===== src/rtl/prime_search_ctrl.sv =====
// Initiator side of the prime-checker handshake: walks a Galois LFSR to form
// odd 32-bit candidates, issues them to the checker and returns the first prime.
module prime_search_ctrl #(
    parameter int unsigned RESULT_LAT   = 3,
    parameter int unsigned MAX_ATTEMPTS = 1000
) (
    input  logic        clk,
    input  logic        reset_n,
    input  logic        start,
    input  logic [31:0] seed,
    input  logic        checker_isprime,
    input  logic        checker_done,
    output logic [31:0] checker_candidate,
    output logic        checker_ready,
    output logic [31:0] prime_out,
    output logic        prime_valid,
    output logic        fail,
    output logic        proto_err,
    output logic        busy,
    output logic [15:0] attempts
);

    localparam int unsigned CNT_W     = $clog2(RESULT_LAT);
    localparam logic [CNT_W-1:0] CNT_INIT = CNT_W'(RESULT_LAT - 1);
    localparam logic [15:0] MAX_ATT   = 16'(MAX_ATTEMPTS);
    localparam logic [31:0] POLY      = 32'h8020_0003;
    localparam logic [31:0] CAND_MASK = 32'h8000_0001;

    typedef enum logic [2:0] {
        S_IDLE,
        S_ISSUE,
        S_WAIT_RES,
        S_SAMPLE,
        S_DONE
    } state_e;

    state_e           state_q, state_d;
    logic [31:0]      lfsr_q, lfsr_d;
    logic [CNT_W-1:0] cnt_q, cnt_d;
    logic [31:0]      cand_q, cand_d;
    logic             ready_q, ready_d;
    logic [31:0]      prime_q, prime_d;
    logic             pvalid_q, pvalid_d;
    logic             fail_q, fail_d;
    logic             perr_q, perr_d;
    logic             busy_q, busy_d;
    logic [15:0]      att_q, att_d;

    function automatic logic [31:0] lfsr_step(input logic [31:0] s);
        return (s >> 1) ^ (s[0] ? POLY : 32'h0);
    endfunction

    // Next-state and next-output logic; outputs lag the state by one cycle
    always_comb begin
        state_d  = state_q;
        lfsr_d   = lfsr_q;
        cnt_d    = cnt_q;
        cand_d   = cand_q;
        ready_d  = 1'b0;
        prime_d  = prime_q;
        pvalid_d = 1'b0;
        fail_d   = 1'b0;
        perr_d   = perr_q;
        att_d    = att_q;

        case (state_q)
            S_IDLE: begin
                if (start) begin
                    lfsr_d  = (seed == 32'h0) ? 32'h0000_0001 : seed;
                    att_d   = 16'h0;
                    perr_d  = 1'b0;
                    state_d = S_ISSUE;
                end
            end
            S_ISSUE: begin
                cand_d  = lfsr_q | CAND_MASK;
                ready_d = 1'b1;
                if (att_q != MAX_ATT) begin
                    att_d = att_q + 16'd1;
                end
                cnt_d   = CNT_INIT;
                state_d = S_WAIT_RES;
            end
            S_WAIT_RES: begin
                if (cnt_q == '0) begin
                    state_d = S_SAMPLE;
                end else begin
                    cnt_d = cnt_q - CNT_W'(1);
                end
            end
            S_SAMPLE: begin
                if (!checker_done) begin
                    perr_d  = 1'b1;
                    fail_d  = 1'b1;
                    state_d = S_IDLE;
                end else if (checker_isprime) begin
                    state_d = S_DONE;
                end else if (att_q >= MAX_ATT) begin
                    fail_d  = 1'b1;
                    state_d = S_IDLE;
                end else begin
                    lfsr_d  = lfsr_step(lfsr_q);
                    state_d = S_ISSUE;
                end
            end
            S_DONE: begin
                prime_d  = cand_q;
                pvalid_d = 1'b1;
                state_d  = S_IDLE;
            end
            default: state_d = S_IDLE;
        endcase

        busy_d = (state_d != S_IDLE);
    end

    always_ff @(posedge clk or negedge reset_n) begin
        if (!reset_n) begin
            state_q  <= S_IDLE;
            lfsr_q   <= 32'h0;
            cnt_q    <= '0;
            cand_q   <= 32'h0;
            ready_q  <= 1'b0;
            prime_q  <= 32'h0;
            pvalid_q <= 1'b0;
            fail_q   <= 1'b0;
            perr_q   <= 1'b0;
            busy_q   <= 1'b0;
            att_q    <= 16'h0;
        end else begin
            state_q  <= state_d;
            lfsr_q   <= lfsr_d;
            cnt_q    <= cnt_d;
            cand_q   <= cand_d;
            ready_q  <= ready_d;
            prime_q  <= prime_d;
            pvalid_q <= pvalid_d;
            fail_q   <= fail_d;
            perr_q   <= perr_d;
            busy_q   <= busy_d;
            att_q    <= att_d;
        end
    end

    assign checker_candidate = cand_q;
    assign checker_ready     = ready_q;
    assign prime_out         = prime_q;
    assign prime_valid       = pvalid_q;
    assign fail              = fail_q;
    assign proto_err         = perr_q;
    assign busy              = busy_q;
    assign attempts          = att_q;

endmodule


===== config.mk =====
export PLATFORM = sky130hd
export DESIGN_NAME = prime_search_ctrl
export DESIGN_NICKNAME = d
export VERILOG_FILES = /design/src/rtl/prime_search_ctrl.sv
export SDC_FILE = /design/constraint.sdc
export NUM_CORES = 1
export LEC_CHECK = 0
export ABC_CLOCK_PERIOD_IN_PS = 2000
export BUFFER_PORTS_ARGS = -buffer_cell sky130_fd_sc_hd__buf_2
export CORE_AREA = 4 4 121 123
export DETAILED_ROUTE_END_ITERATION = 6
export DIE_AREA = 0 0 125 127
export GPL_ROUTABILITY_DRIVEN = 0
export HOLD_SLACK_MARGIN = 0.03
export SLEW_MARGIN = 30
export SYNTH_ARGS = -nofsm -noshare
export SYNTH_HDL_FRONTEND = slang
export SYNTH_SLANG_ARGS = --single-unit
export TNS_END_PERCENT = 10

===== constraint.sdc =====
create_clock -name clk -period 2 [get_ports clk]
set_input_delay 0.4 -clock clk [delete_from_list [all_inputs] [get_ports clk]]
set_output_delay 0.4 -clock clk [all_outputs]
set_load 0.05 [all_outputs]

Yosys cells after proc, flatten, opt, wreduce, memory -nomap -nowiden
Index checks and enable logic that the tools add are counted.
{"block": "totals", "regBits": 122, "latchBits": 0, "ramBits": 0, "romBits": 0, "in_bits": 37, "output_inout_bits": 85, "wordCells": 65, "n_memories": 0}
{"block": "classes", "add_sub_neg": 2, "n_mul": 0, "div": 0, "order_cmp": 1, "n_eq_ne": 12, "shifts": 0, "muxes": 27, "bitwise_logic": 1, "n_reduce_logical": 11}
{"cell": "$mux W32", "count": 6}
{"cell": "$pmux W32 S2", "count": 1}
{"cell": "$logic_not A32 Y1", "count": 1}
{"cell": "$mux W16", "count": 2}
{"cell": "$pmux W16 S2", "count": 1}
{"cell": "$xor A31 B32 Y32", "count": 1}
{"cell": "$add A16 B1 Y16 const B", "count": 1}
{"cell": "$ge A16 B10 Y1 const B", "count": 1}
{"cell": "$ne A16 B10 Y1 const B", "count": 1}
{"cell": "$ne A2 B2 Y1 const B", "count": 7}
{"cell": "$mux W3", "count": 4}
{"cell": "$pmux W3 S4", "count": 1}
{"cell": "$mux W1", "count": 9}
{"cell": "$eq A3 B2 Y1 const B", "count": 2}
{"cell": "$reduce_and A3 Y1", "count": 2}
{"cell": "$reduce_bool A2 Y1", "count": 3}
{"cell": "$reduce_and A5 Y1", "count": 1}
{"cell": "$pmux W2 S2", "count": 1}
{"cell": "$eq A3 B1 Y1 const B", "count": 1}
{"cell": "$eq A3 B3 Y1 const B", "count": 1}
{"cell": "$logic_not A3 Y1", "count": 1}
{"cell": "$reduce_bool A3 Y1", "count": 1}
{"cell": "$logic_not A2 Y1", "count": 1}
{"cell": "$mux W2", "count": 1}
{"cell": "3 further kinds", "count": 3}

Longest topological paths before layout
{"block": "logic_depth", "depth_word": 6, "depth_mapped": 8, "ltp_nobuf": 6}

Worst setup path after synthesis
OpenSTA, ideal clock, no wires.
{"block": "synth_timing", "path_kind": "register to register", "from": "reg att_q[12] (netlist: attempts[12])", "to": "reg lfsr_q[13]", "setup_ns": 0.125, "arrival_time_ns": 2.057, "required_time_ns": 1.875, "path_slack_ns": -0.182, "path_stages_with_launch": 6, "n_path_buf": 1, "synth_period_minus_slack_ns": 2.182, "cell_sequence": "dfrtp_1 -> nor4_1 -> nand2_1 -> o31ai_4 -> buf_2 -> mux2_2"}
{"block": "synth_via", "elab_chain_cells": 3}
{"element": "start: declaration", "line_no": "47", "rtl": "logic [15:0] att_q, att_d;"}
{"element": "start signal: assignment", "line_no": "141", "rtl": "att_q <= att_d;"}
{"element": "$ge A16 B10 Y1", "line_no": "98", "rtl": "end else if (att_q >= MAX_ATT) begin"}
{"element": "$ne A2 B2 Y1 (no source line)"}
{"element": "$reduce_and A5 Y1 (no source line)"}
{"element": "end signal: assignment", "line_no": "132", "rtl": "lfsr_q <= lfsr_d;"}
{"element": "end: declaration", "line_no": "38", "rtl": "logic [31:0] lfsr_q, lfsr_d;"}
No other way between the ends.
A chain may end at the register's enable or synchronous reset.

Worst setup path after layout
{"block": "layout_timing", "from": "reg state_q[1]", "to": "reg lfsr_q[16]"}
{"block": "layout_via", "elab_chain_cells": 3, "word_cells_on_any_way": 9, "classes_between": "eq/ne (5); mux (1); reduce/logical (3)"}
{"element": "start: declaration", "line_no": "37", "rtl": "state_e state_q, state_d;"}
{"element": "start signal: assignment", "line_no": "131", "rtl": "state_q <= state_d;"}
{"element": "$eq A3 B2 Y1 / $logic_not A3 Y1 (equally long branches)", "line_no": "66", "rtl": "case (state_q)"}
{"element": "$ne A2 B2 Y1 (no source line) / $reduce_bool A2 Y1 (equally long branches)"}
{"element": "$reduce_and A5 Y1 (no source line)"}
Several ways; a longest one is shown, not always the timed one.

==> results by group <==
Worst setup path
  • Worst-path cell chain: or4b_1, o31ai_4, buf_4, buf_12, mux2_2
  • CP max-delay cell: or4b_1
  • Crit path largest cell delay: around 590 ps
  • WS Path Type: reg2reg
  • Startpoint types: flip-flop
  • WP buf/inv: 2
  • Critical path capture point type: flip-flop
  • Family with the most delay on the worst path: simple AND/OR/NAND/NOR gates
  • Crit path DAT: 2200 ps
  • Required @ worst endpoint: around 2300 ps
  • Worst Path Max Fanout: 16

Synthesis
  • Synth cell types: 47
  • Synth async-reset ratio: 100%
  • Synth Flop Type: dfrtp_1
  • Number of enable flip-flop cells after synthesis: 0
  • Avg Cell Area, Syn: 10.3 um2
  • Mapped Cells: 520
  • Yosys warns: 0
  • Synthesized area: between 5000 and 6000 um2
  • Part of the Yosys area used for sequential elements: about 56%
  • Synthesized flop and latch total: 120
  • Post-Syn Nets: 560

Timing
  • Final hold vios: 0
  • Tcrit/Tclk final: 95.7%
  • Final TNS setup: 0 ps
  • Rel. slew slack: 71.5%
  • Setup violations, final: 0
  • Worst Hold Slack: 243 ps
  • RSZ-0062 raised after global routing: false
  • Worst Setup Slack, final: 85.2 ps
  • Final Max Slew Viols: 0
  • Fmax achieved: 0.522 GHz
  • Min Clock Period, post-route: 1910 ps
  • Post-Route Skew: 9.56 ps
  • Least-Margin Pin Slew: around 420 ps

Finish
  • Final Cell Area: 6930 um2
  • Fraction of layout cells with a size suffix above 1: 35.2%
  • Finished Layout Cells: 851
  • Layout Nets: approximately 700
  • Util after Layout: 50.7%
  • Area Overhead vs Synth: 28.8%

Worst hold path
  • Hold/Removal Path Class: in2reg

Drt
  • WL final: 13,100 um
  • Iteration-0 DRC Markers: 253
  • DRC violations left: 0
  • Via count: 4,202
  • Wire per inst: 15.4 um
  • DR pass1 iterations: 5
  • Vias/cell: between 4 and 5
  • Routed Antenna Nets: 0

Run
  • Max_cap viols: 0

Clocking
  • CTS buffer count: 17
  • Clk slew on worst S/H paths: 50 ps
  • CTS max path bufs: 2
  • Clock Sinks: 120
  • Worst-Skew Late Latency: 410 ps
  • H-tree depth: 4
  • CTS tree: built
  • CTS root buffer: clkbuf_16

Pwr
  • VDD IR max: 1150 uV
  • Static Leakage: 3.59 nW
  • Pwr Density: roughly 1700 nW/um2
  • Design Power: 11.6 mW

Floorplanning
  • Die area: 15,900 um2
  • Die width: 125 um
  • Die Ht: roughly 130 um
  • CORE AREA: between 10,000 and 15,000 um2
  • Number of core rows: 43
  • Initial Util: 39.4%
  • Num ports: 122

Placed design
  • Dpl cells: 819
  • Post-DP HPWL: 9210 um
  • Post-place setup slack: roughly 35 ps
  • I/O Buffers: ~120
  • Dpl cell area: roughly 6400 um2

Global routing
  • Largest net degree at the start of global routing: 62
  • Initial antenna violation count: 1
  • First-pass GRT wire length: 21,900 um
  • Grt total ovfl: 0
  • Vias in the first global route: about 4.4k
  • GRT Total Usage: 16.9%

Run status
  • Status: completed
-- worst paths after layout --
check	cells past startpoint	endpoint	from	slack, ps
worst min register to register	2	checker_candidate[26]	lfsr_q[26]	490
max in group asynchronous	3	prime_out[24]	reset_n	1150
worst max register to register	5	lfsr_q[16]	state_q[1]	90
worst max-delay path	5	lfsr_q[16]	state_q[1]	90
min in group asynchronous	3	prime_out[8]	reset_n	540
worst min-delay path	2	fail	checker_done	240
-- final cells by class --
type	instances	area, um2
antenna	1	2.50
multi-input combinational	362	2210
inverter	9	35.0
timing repair buffer	151	911
clock buffer	24	492
sequential	120	3010
clock inverter	4	45.0
tap	180	225
fill	1302	6730
-- logic make-up after synthesis --
kind of cell	share of synthesized area [%]
compound gates	4.72
xor+xnor	1.30
fa+ha+maj	0.698
buf+inv	3.26
flops	55.8
mux	14.1
simple gates	20.1
-- placed cells by master (no fill, tap or decap), drive strengths merged, types with 2 or more instances in the layout --
| master | instances |
|---|---|
| nand2 | 186 |
| buf | 150 |
| dfrtp | 120 |
| mux2 | 63 |
| clkbuf | 24 |
| nor2 | 15 |
| nor4 | 10 |
| nand4 | 9 |
| o21ai | 9 |
| inv | 8 |
| a21oi | 7 |
| o31ai | 7 |
| xnor2 | 6 |
| mux2i | 5 |
| clkinv | 4 |
| or4 | 4 |
| or3 | 3 |
| nand3 | 3 |
| nand2b | 3 |
| o21a | 3 |
| ha | 3 |
| and3 | 2 |
| nand3b | 2 |
| and4 | 2 |
| o211ai | 2 |
| xor2 | 2 |
-- registers in the layout, indices dropped and copies added (netlist names), 2 cells and up --
name and count:
checker_candidate 31, attempts 16, cnt_q 2, prime_out 31, lfsr_q 32, state_q 3
-- Yosys cell counts, types with 4 or more instances --
master / instances / area (um2)
buf_4: 5 / 37.5
nor2_1: 15 / 56.3
buf_2: 4 / 20.0
dfrtp_1: 120 / 3000
or4_1: 4 / 30.0
nor4_1: 10 / 62.6
o31ai_1: 6 / 45.0
xnor2_1: 6 / 52.6
o21ai_0: 9 / 45.0
a21oi_1: 7 / 35.0
mux2_2: 51 / 574
inv_1: 8 / 30.0
mux2i_1: 5 / 50.1
mux2_1: 12 / 135
clkbuf_1: 19 / 71.3
nand2_1: 186 / 698
nand4_1: 8 / 50.1
-- power by group --
part	internal [mW]	total, mW	switching (mW)
clock	1.80	2.78	0.979
combinational	1.52	4.80	3.28
sequential	3.33	3.98	0.652
-- metal layers --
metal / wire length (um) / part of all wire [%] / global-route usage [%]
met3: 660 / 5.0 / 5.06
met1: 6100 / 47 / 22.5
met2: 6140 / 47 / 26.9
met5: 0 / 0 / 0
met4: 176 / 1.3 / 5.04
-- what timing repair did --
item | in CTS | in global routing
hold buffers | 1 | 0
endpoints found under the setup margin | 0 | 32
gates resized for setup | 0 | 1
buffers inserted | 0 | 2
hold endpoints to repair | 35 | 0
-- worst reg2reg max path: cells and delay by family (launching register included) --
kind	cells	cell delay (ps)
buffers and inverters	2	340
and+or+nand+nor	1	600
muxes	1	350
DFF	1	440
AOI/OAI and AO/OA	1	80
No activity file was read; power rests on OpenSTA's default activity.
